File: config.mk
export PLATFORM = sky130hd
export DESIGN_NAME = data_cache
export DESIGN_NICKNAME = d
export VERILOG_FILES = /design/src/rtl/cache_pkg.sv /design/src/rtl/cache_ld_align.sv /design/src/rtl/data_cache.sv
export SDC_FILE = /design/constraint.sdc
export NUM_CORES = 2
export LEC_CHECK = 0
export CAP_MARGIN = 30
export CORE_ASPECT_RATIO = 0.5
export CORE_UTILIZATION = 29
export DETAILED_ROUTE_END_ITERATION = 10
export GPL_ROUTABILITY_DRIVEN = 0
export REMOVE_ABC_BUFFERS = 1
export SLEW_MARGIN = 15
export SYNTH_ARGS = -nofsm -noshare
export SYNTH_HDL_FRONTEND = slang
export SYNTH_SLANG_ARGS = --single-unit
File: constraint.sdc
create_clock -name CLK -period 13.48 [get_ports CLK]
set_clock_uncertainty 0.15 [all_clocks]
set_input_delay 3.37 -clock CLK [delete_from_list [all_inputs] [get_ports CLK]]
set_output_delay 3.37 -clock CLK [all_outputs]
set_load 0.05 [all_outputs]
File: src/rtl/cache_pkg.sv
// Shared encodings, FSM states and default geometry for the direct-mapped,
// write-back data cache.
package cache_pkg;

    localparam int DEF_LINES          = 8;
    localparam int DEF_WORDS_PER_LINE = 4;
    localparam int DEF_ADDR_W         = 32;

    localparam int OFFSET_W = $clog2(DEF_WORDS_PER_LINE * 4);
    localparam int INDEX_W  = $clog2(DEF_LINES);
    localparam int TAG_W    = DEF_ADDR_W - OFFSET_W - INDEX_W;

    // funct3 of loads; the low two bits double as the access size
    typedef enum logic [2:0] {
        F3_LB  = 3'b000,
        F3_LH  = 3'b001,
        F3_LW  = 3'b010,
        F3_LBU = 3'b100,
        F3_LHU = 3'b101
    } load_op_e;

    typedef enum logic [1:0] {
        ST_SB = 2'b00,
        ST_SH = 2'b01,
        ST_SW = 2'b10
    } store_op_e;

    localparam logic [1:0] SZ_BYTE = 2'b00;
    localparam logic [1:0] SZ_HALF = 2'b01;

    typedef enum logic [1:0] {
        IDLE      = 2'b00,
        WRITEBACK = 2'b01,
        ALLOCATE  = 2'b10,
        UPDATE    = 2'b11
    } cache_state_e;

    // Places store data on every lane it could land on; byte enables pick the lane.
    function automatic logic [31:0] store_replicate(input logic [31:0] d, input logic [1:0] sz);
        logic [31:0] r;
        case (sz)
            SZ_BYTE: r = {4{d[7:0]}};
            SZ_HALF: r = {2{d[15:0]}};
            default: r = d;
        endcase
        return r;
    endfunction

endpackage

File: src/rtl/cache_ld_align.sv
// Selects the addressed word of a line and extracts/extends the byte, half or
// word; the byte enables it produces also steer store merging.
import cache_pkg::*;

module cache_ld_align #(
    parameter int WORDS_PER_LINE = DEF_WORDS_PER_LINE,
    localparam int OFF_W = $clog2(WORDS_PER_LINE * 4)
) (
    input  logic [32*WORDS_PER_LINE-1:0] line,
    input  logic [OFF_W-1:0]             offset,
    input  logic [1:0]                   size,
    input  logic                         is_unsigned,
    output logic [31:0]                  word,
    output logic [31:0]                  rdata,
    output logic [3:0]                   byte_en
);

    logic [31:0] words [WORDS_PER_LINE];
    logic [7:0]  sel_byte;
    logic [15:0] sel_half;

    for (genvar gi = 0; gi < WORDS_PER_LINE; gi++) begin : g_words
        assign words[gi] = line[gi*32 +: 32];
    end

    assign word     = words[offset[OFF_W-1:2]];
    assign sel_byte = word[offset[1:0]*8 +: 8];
    // Half accesses ignore offset[0]; word accesses ignore both low bits.
    assign sel_half = offset[1] ? word[31:16] : word[15:0];

    always_comb begin
        rdata   = word;
        byte_en = 4'b1111;
        case (size)
            SZ_BYTE: begin
                byte_en = 4'b0001 << offset[1:0];
                rdata   = is_unsigned ? {24'b0, sel_byte} : {{24{sel_byte[7]}}, sel_byte};
            end
            SZ_HALF: begin
                byte_en = offset[1] ? 4'b1100 : 4'b0011;
                rdata   = is_unsigned ? {16'b0, sel_half} : {{16{sel_half[15]}}, sel_half};
            end
            default: begin
                byte_en = 4'b1111;
                rdata   = word;
            end
        endcase
    end

endmodule

File: src/rtl/data_cache.sv
// Direct-mapped, write-back, write-allocate data cache sitting between the
// CPU MEM stage and a block-wide main memory.
import cache_pkg::*;

module data_cache #(
    parameter int LINES          = DEF_LINES,
    parameter int WORDS_PER_LINE = DEF_WORDS_PER_LINE,
    parameter int ADDR_W         = DEF_ADDR_W,
    localparam int OFF_W  = $clog2(WORDS_PER_LINE * 4),
    localparam int IDX_W  = $clog2(LINES),
    localparam int TAG_W  = ADDR_W - OFF_W - IDX_W,
    localparam int LINE_W = 32 * WORDS_PER_LINE
) (
    input  logic                    CLK,
    input  logic                    RESET,
    input  logic [3:0]              memReadEn,
    input  logic [2:0]              memWriteEn,
    input  logic [ADDR_W-1:0]       DATA_CACHE_ADDR,
    input  logic [31:0]             DATA_CACHE_DATA,
    output logic [31:0]             DATA_CACHE_READ_DATA,
    output logic                    DATA_CACHE_BUSY_WAIT,
    output logic                    mem_read,
    output logic                    mem_write,
    output logic [ADDR_W-OFF_W-1:0] mem_address,
    output logic [LINE_W-1:0]       mem_writedata,
    input  logic [LINE_W-1:0]       mem_readdata,
    input  logic                    mem_busywait
);

    logic [LINE_W-1:0] data_array [LINES];
    logic [TAG_W-1:0]  tag_array  [LINES];
    logic [LINES-1:0]  valid_reg;
    logic [LINES-1:0]  dirty_reg;

    cache_state_e      state_reg, state_next;
    logic [IDX_W-1:0]  miss_idx_reg;
    logic [TAG_W-1:0]  miss_tag_reg;

    logic [OFF_W-1:0]  req_off;
    logic [IDX_W-1:0]  req_idx;
    logic [TAG_W-1:0]  req_tag;
    logic              rd_req, wr_req, req, hit;
    logic              load_hit, store_hit;
    logic              mem_read_next, mem_write_next;

    logic [LINE_W-1:0] cur_line, merged_line;
    logic [31:0]       sel_word, merged_word, ld_data, st_rep;
    logic [3:0]        byte_en;

    assign req_off = DATA_CACHE_ADDR[OFF_W-1:0];
    assign req_idx = DATA_CACHE_ADDR[OFF_W +: IDX_W];
    assign req_tag = DATA_CACHE_ADDR[ADDR_W-1 -: TAG_W];

    // A simultaneous load and store request is handled as a store.
    assign wr_req = memWriteEn[2];
    assign rd_req = memReadEn[3];
    assign req    = rd_req | wr_req;
    assign hit    = valid_reg[req_idx] && (tag_array[req_idx] == req_tag);

    assign load_hit  = (state_reg == IDLE) && rd_req && !wr_req && hit;
    assign store_hit = (state_reg == IDLE) && wr_req && hit;

    assign cur_line = data_array[req_idx];

    cache_ld_align #(
        .WORDS_PER_LINE(WORDS_PER_LINE)
    ) u_align (
        .line       (cur_line),
        .offset     (req_off),
        .size       (wr_req ? memWriteEn[1:0] : memReadEn[1:0]),
        .is_unsigned(memReadEn[2] & ~wr_req),
        .word       (sel_word),
        .rdata      (ld_data),
        .byte_en    (byte_en)
    );

    assign st_rep = store_replicate(DATA_CACHE_DATA, memWriteEn[1:0]);

    for (genvar gi = 0; gi < 4; gi++) begin : g_byte_merge
        assign merged_word[gi*8 +: 8] = byte_en[gi] ? st_rep[gi*8 +: 8] : sel_word[gi*8 +: 8];
    end

    for (genvar gi = 0; gi < WORDS_PER_LINE; gi++) begin : g_word_merge
        assign merged_line[gi*32 +: 32] =
            (req_off[OFF_W-1:2] == gi) ? merged_word : cur_line[gi*32 +: 32];
    end

    always_ff @(posedge CLK) begin
        if (RESET) begin
            state_reg <= IDLE;
            valid_reg <= '0;
            dirty_reg <= '0;
        end else begin
            state_reg <= state_next;
            if (store_hit) begin
                dirty_reg[req_idx] <= 1'b1;
            end
            if (state_reg == UPDATE) begin
                valid_reg[miss_idx_reg] <= 1'b1;
                dirty_reg[miss_idx_reg] <= 1'b0;
            end
        end
    end

    // Miss address is latched so a request dropped mid-miss cannot steer the fill.
    always_ff @(posedge CLK) begin
        if (state_reg == IDLE && req && !hit) begin
            miss_idx_reg <= req_idx;
            miss_tag_reg <= req_tag;
        end
    end

    // Data and tag storage are left untouched by reset; valid bits gate them.
    always_ff @(posedge CLK) begin
        if (!RESET && store_hit) begin
            data_array[req_idx] <= merged_line;
        end
        if (!RESET && state_reg == UPDATE) begin
            data_array[miss_idx_reg] <= mem_readdata;
            tag_array[miss_idx_reg]  <= miss_tag_reg;
        end
    end

    always_comb begin
        state_next     = state_reg;
        mem_read_next  = 1'b0;
        mem_write_next = 1'b0;
        case (state_reg)
            IDLE: begin
                if (req && !hit) begin
                    state_next = dirty_reg[req_idx] ? WRITEBACK : ALLOCATE;
                end
            end
            WRITEBACK: begin
                mem_write_next = 1'b1;
                if (!mem_busywait) begin
                    state_next = ALLOCATE;
                end
            end
            ALLOCATE: begin
                mem_read_next = 1'b1;
                if (!mem_busywait) begin
                    state_next = UPDATE;
                end
            end
            UPDATE: begin
                state_next = IDLE;
            end
            default: begin
                state_next = IDLE;
            end
        endcase
    end

    assign mem_read      = mem_read_next & ~RESET;
    assign mem_write     = mem_write_next & ~RESET;
    assign mem_address   = (state_reg == WRITEBACK) ? {tag_array[miss_idx_reg], miss_idx_reg}
                                                    : {miss_tag_reg, miss_idx_reg};
    assign mem_writedata = data_array[miss_idx_reg];

    // Depends only on the current hit and state, so a hit on a dirty index never stalls.
    assign DATA_CACHE_BUSY_WAIT = !RESET && req && ((state_reg != IDLE) || !hit);
    assign DATA_CACHE_READ_DATA = (!RESET && load_hit) ? ld_data : 32'b0;

endmodule

==> results.json <==
{
  "syn_area_per_cell_um2": 15.96,
  "ir_drop_mv": 0.1620,
  "status": "finished, violations left",
  "h-tree-depth": 4,
  "synth-adder-area-share_pct": 0.1014,
  "ys_types": 84,
  "power_density_mw_per_mm2": 179.3,
  "multiInputGateArea_mm2": 0.02233,
  "grt_overflow": 0,
  "die_h_um": 328.1,
  "fill_cells": 19848,
  "synth_top_family_by_area": "multiplexers",
  "drt_iter0_markers": 5601,
  "crit_path_max_fanout": 16,
  "start_util_pct": 29.23,
  "cp.arrival_ns": 8.35,
  "yosys_warnings": 0,
  "synth_xor_area_share_pct": 0.1846,
  "grt_pass1_wl_um": 316200,
  "syn_to_final_growth_pct": 19.41,
  "final_cell_mix": "1252 x edfxtp_1, 410 x mux4_2, 386 x clkdlybuf4s50_1",
  "synth_edf_count": 1252,
  "fin_crit_ns": 11.87,
  "io_buffers": 392,
  "start_kind": "input pin",
  "period_share_pct": 88.04,
  "num_rows": 119,
  "holdBufCountCts": 0,
  "netlist_instances": 3865,
  "path_clk_slew_ns": 0.06,
  "holdCritPathClass": "flop to flop",
  "wl_um": 226100,
  "p_leak_nw": 23.34,
  "crit_path_end_kind": "primary output",
  "cts_tree": "done",
  "ctsResizeCount": 0,
  "netlist_area_mm2": 0.06168,
  "seqCellArea_mm2": 0.03803,
  "antenna_found_initial": 13,
  "finalMaxSlewViolations": 0,
  "layout_commonest_cell": "edfxtp_1",
  "via_per_inst": 5.768,
  "synth_compound_area_share_pct": 8.780,
  "fp.coreArea_mm2": 0.2110,
  "ys_seq_area_share_pct": 61.64,
  "hold_violations": 0,
  "postLayoutCoreUtil_pct": 34.91,
  "grt.total_usage_pct": 20.54,
  "postSynth.asyncResetShare_pct": 0,
  "clk-insertion-delay-late_ns": 0.79,
  "cts_made_buffers": 136,
  "clock-root-buffer": "clkbuf_16",
  "fin_area_mm2": 0.07365,
  "clock_path_buffers": 3,
  "tightest_slew_ns": 1.199,
  "die_area_mm2": 0.2146,
  "grt_pass1_vias": 41696,
  "ant_nets": 0,
  "worst-setup-path-type": "input pin to primary output",
  "fp.dieW_um": 654.2,
  "muxShareOfSynthArea_pct": 22.20,
  "wl_per_cell_um": 31.56,
  "post_cts_buffers": 0,
  "synth_seq_cells": 1273,
  "setup_viol": 0,
  "fmaxAchievable_ghz": 0.08427,
  "finalNetCount": 4416,
  "io_pins": 393,
  "largest_register_ffs": 1024,
  "drive_gt1_share_pct": 23.40,
  "via_count": 41329,
  "synth-simple-area-share_pct": 4.643,
  "rsz0062_at_grt": "false",
  "drcViolationCount": 8,
  "synthFlopType": "edfxtp_1",
  "cap_violations": 0,
  "relSlewSlack_pct": 20.05,
  "dr.pass1.iters": 11,
  "grt_max_degree": 143,
  "dp_hpwl_um": 141400,
  "place_area_mm2": 0.06912,
  "worstPathRequired_ns": 9.96,
  "violations": "DRC",
  "clock_sinks": 1273
}
==> per-stage QoR <==
step,setup WS (ns),power [mW],hold slack (ns),cells,setup TNS (ns)
finish,1.613,13.21,0.3251,7165,0
global route,1.381,13.55,0.3504,7162,0
detailed placement,1.678,9.505,0.3063,6910,0
CTS,1.659,13.26,0.3247,7156,0
floorplan,-4.402,8.576,0.2815,3548,-583.99
global placement,1.506,9.451,0.2939,6898,0
==> final cells by class <==
class / count / area share (%)
diodes: 5 / 0.01699
multi-input cells: 2259 / 30.32
repair buffers: 523 / 7.071
well taps: 2843 / 4.830
flip-flops and latches: 1273 / 51.63
inverters: 16 / 0.08154
clock buffers: 170 / 4.996
clock inverters: 76 / 1.053
==> worst paths after layout <==
path	start	to	slack, ns	cells past startpoint
worst max-delay path	DATA_CACHE_ADDR[3]	DATA_CACHE_READ_DATA[30]	1.61	13
worst min register to register	valid_reg[0]$_SDFFE_PP0N_	valid_reg[0]$_SDFFE_PP0N_	0.33	2
worst max register to register	tag_array[7][23]$_DFFE_PP_	data_array[1][123]$_DFFE_PP_	8.25	9
worst min-delay path	valid_reg[0]$_SDFFE_PP0N_	valid_reg[0]$_SDFFE_PP0N_	0.33	2
==> metal layers <==
| metal | track usage (%) | share of wire, % | vias to the layer above |
|---|---|---|---|
| met5 | 0 | 0.024 | - |
| met4 | 15.07 | 8.1 | 8 |
| met3 | 3.876 | 9.4 | 652 |
| met2 | 33.60 | 48 | 2691 |
| met1 | 24.34 | 35 | 21256 |
| li1 | - | - | 16722 |
==> where the power goes <==
group | switching (mW) | leakage (nW) | internal (mW) | total [mW]
clock network | 1.58 | 2.17 | 2.21 | 3.79
logic | 2.87 | 9.69 | 1.76 | 4.63
registers | 0.173 | 11.5 | 4.61 | 4.78
==> cell usage after synthesis (6+ instances only) <==
master / instances / share of area (%)
mux4_1: 10 / 0.43
mux4_2: 410 / 15
a31oi_1: 21 / 0.21
o22ai_1: 44 / 0.45
a21o_1: 10 / 0.12
nor2b_1: 15 / 0.15
a22o_1: 15 / 0.21
mux2_2: 206 / 3.8
clkbuf_1: 175 / 1.1
and2_1: 8 / 0.081
buf_4: 18 / 0.22
buf_2: 44 / 0.36
a221oi_1: 41 / 0.58
nand3_1: 52 / 0.42
nand4_1: 35 / 0.36
inv_1: 13 / 0.079
xnor2_1: 10 / 0.14
a21oi_1: 251 / 2.0
o21a_1: 12 / 0.15
and4b_1: 6 / 0.097
nor2_1: 250 / 1.5
and4_1: 7 / 0.099
o221ai_1: 11 / 0.16
nand2b_1: 10 / 0.10
mux2i_1: 183 / 3.0
nor3_1: 18 / 0.15
a222oi_1: 23 / 0.37
o21ai_0: 84 / 0.68
buf_6: 9 / 0.16
a221o_1: 12 / 0.19
buf_1: 65 / 0.40
dfxtp_1: 21 / 0.68
a22oi_1: 256 / 3.1
edfxtp_1: 1252 / 61
nand2_1: 165 / 1.0
==> kinds of logic (layout without fill, tap and decap cells) <==
group                      count (synthesis)  in the layout
AOI/OAI and AO/OA                        815            815
muxes                                    812            812
buffers and inverters                    333            785
and+or+nand+nor                          614            614
DFF                                     1273           1273
adders and majority gates                  5              5
xor gates and xnor gates                  13             13
other                                      0              5
==> worst max-delay path, cell delays in order <==
cell	delay, ns
clkdlybuf4s50_1	0.93
inv_2	0.56
buf_4	0.52
nor2_4	0.05
a222oi_1	0.51
o21a_1	0.25
mux2i_1	0.14
o21bai_2	0.15
buf_4	0.25
and2_1	0.52
buf_8	0.23
a21oi_1	0.09
clkdlybuf4s50_1	0.73
(Power assumes the default switching activity.)
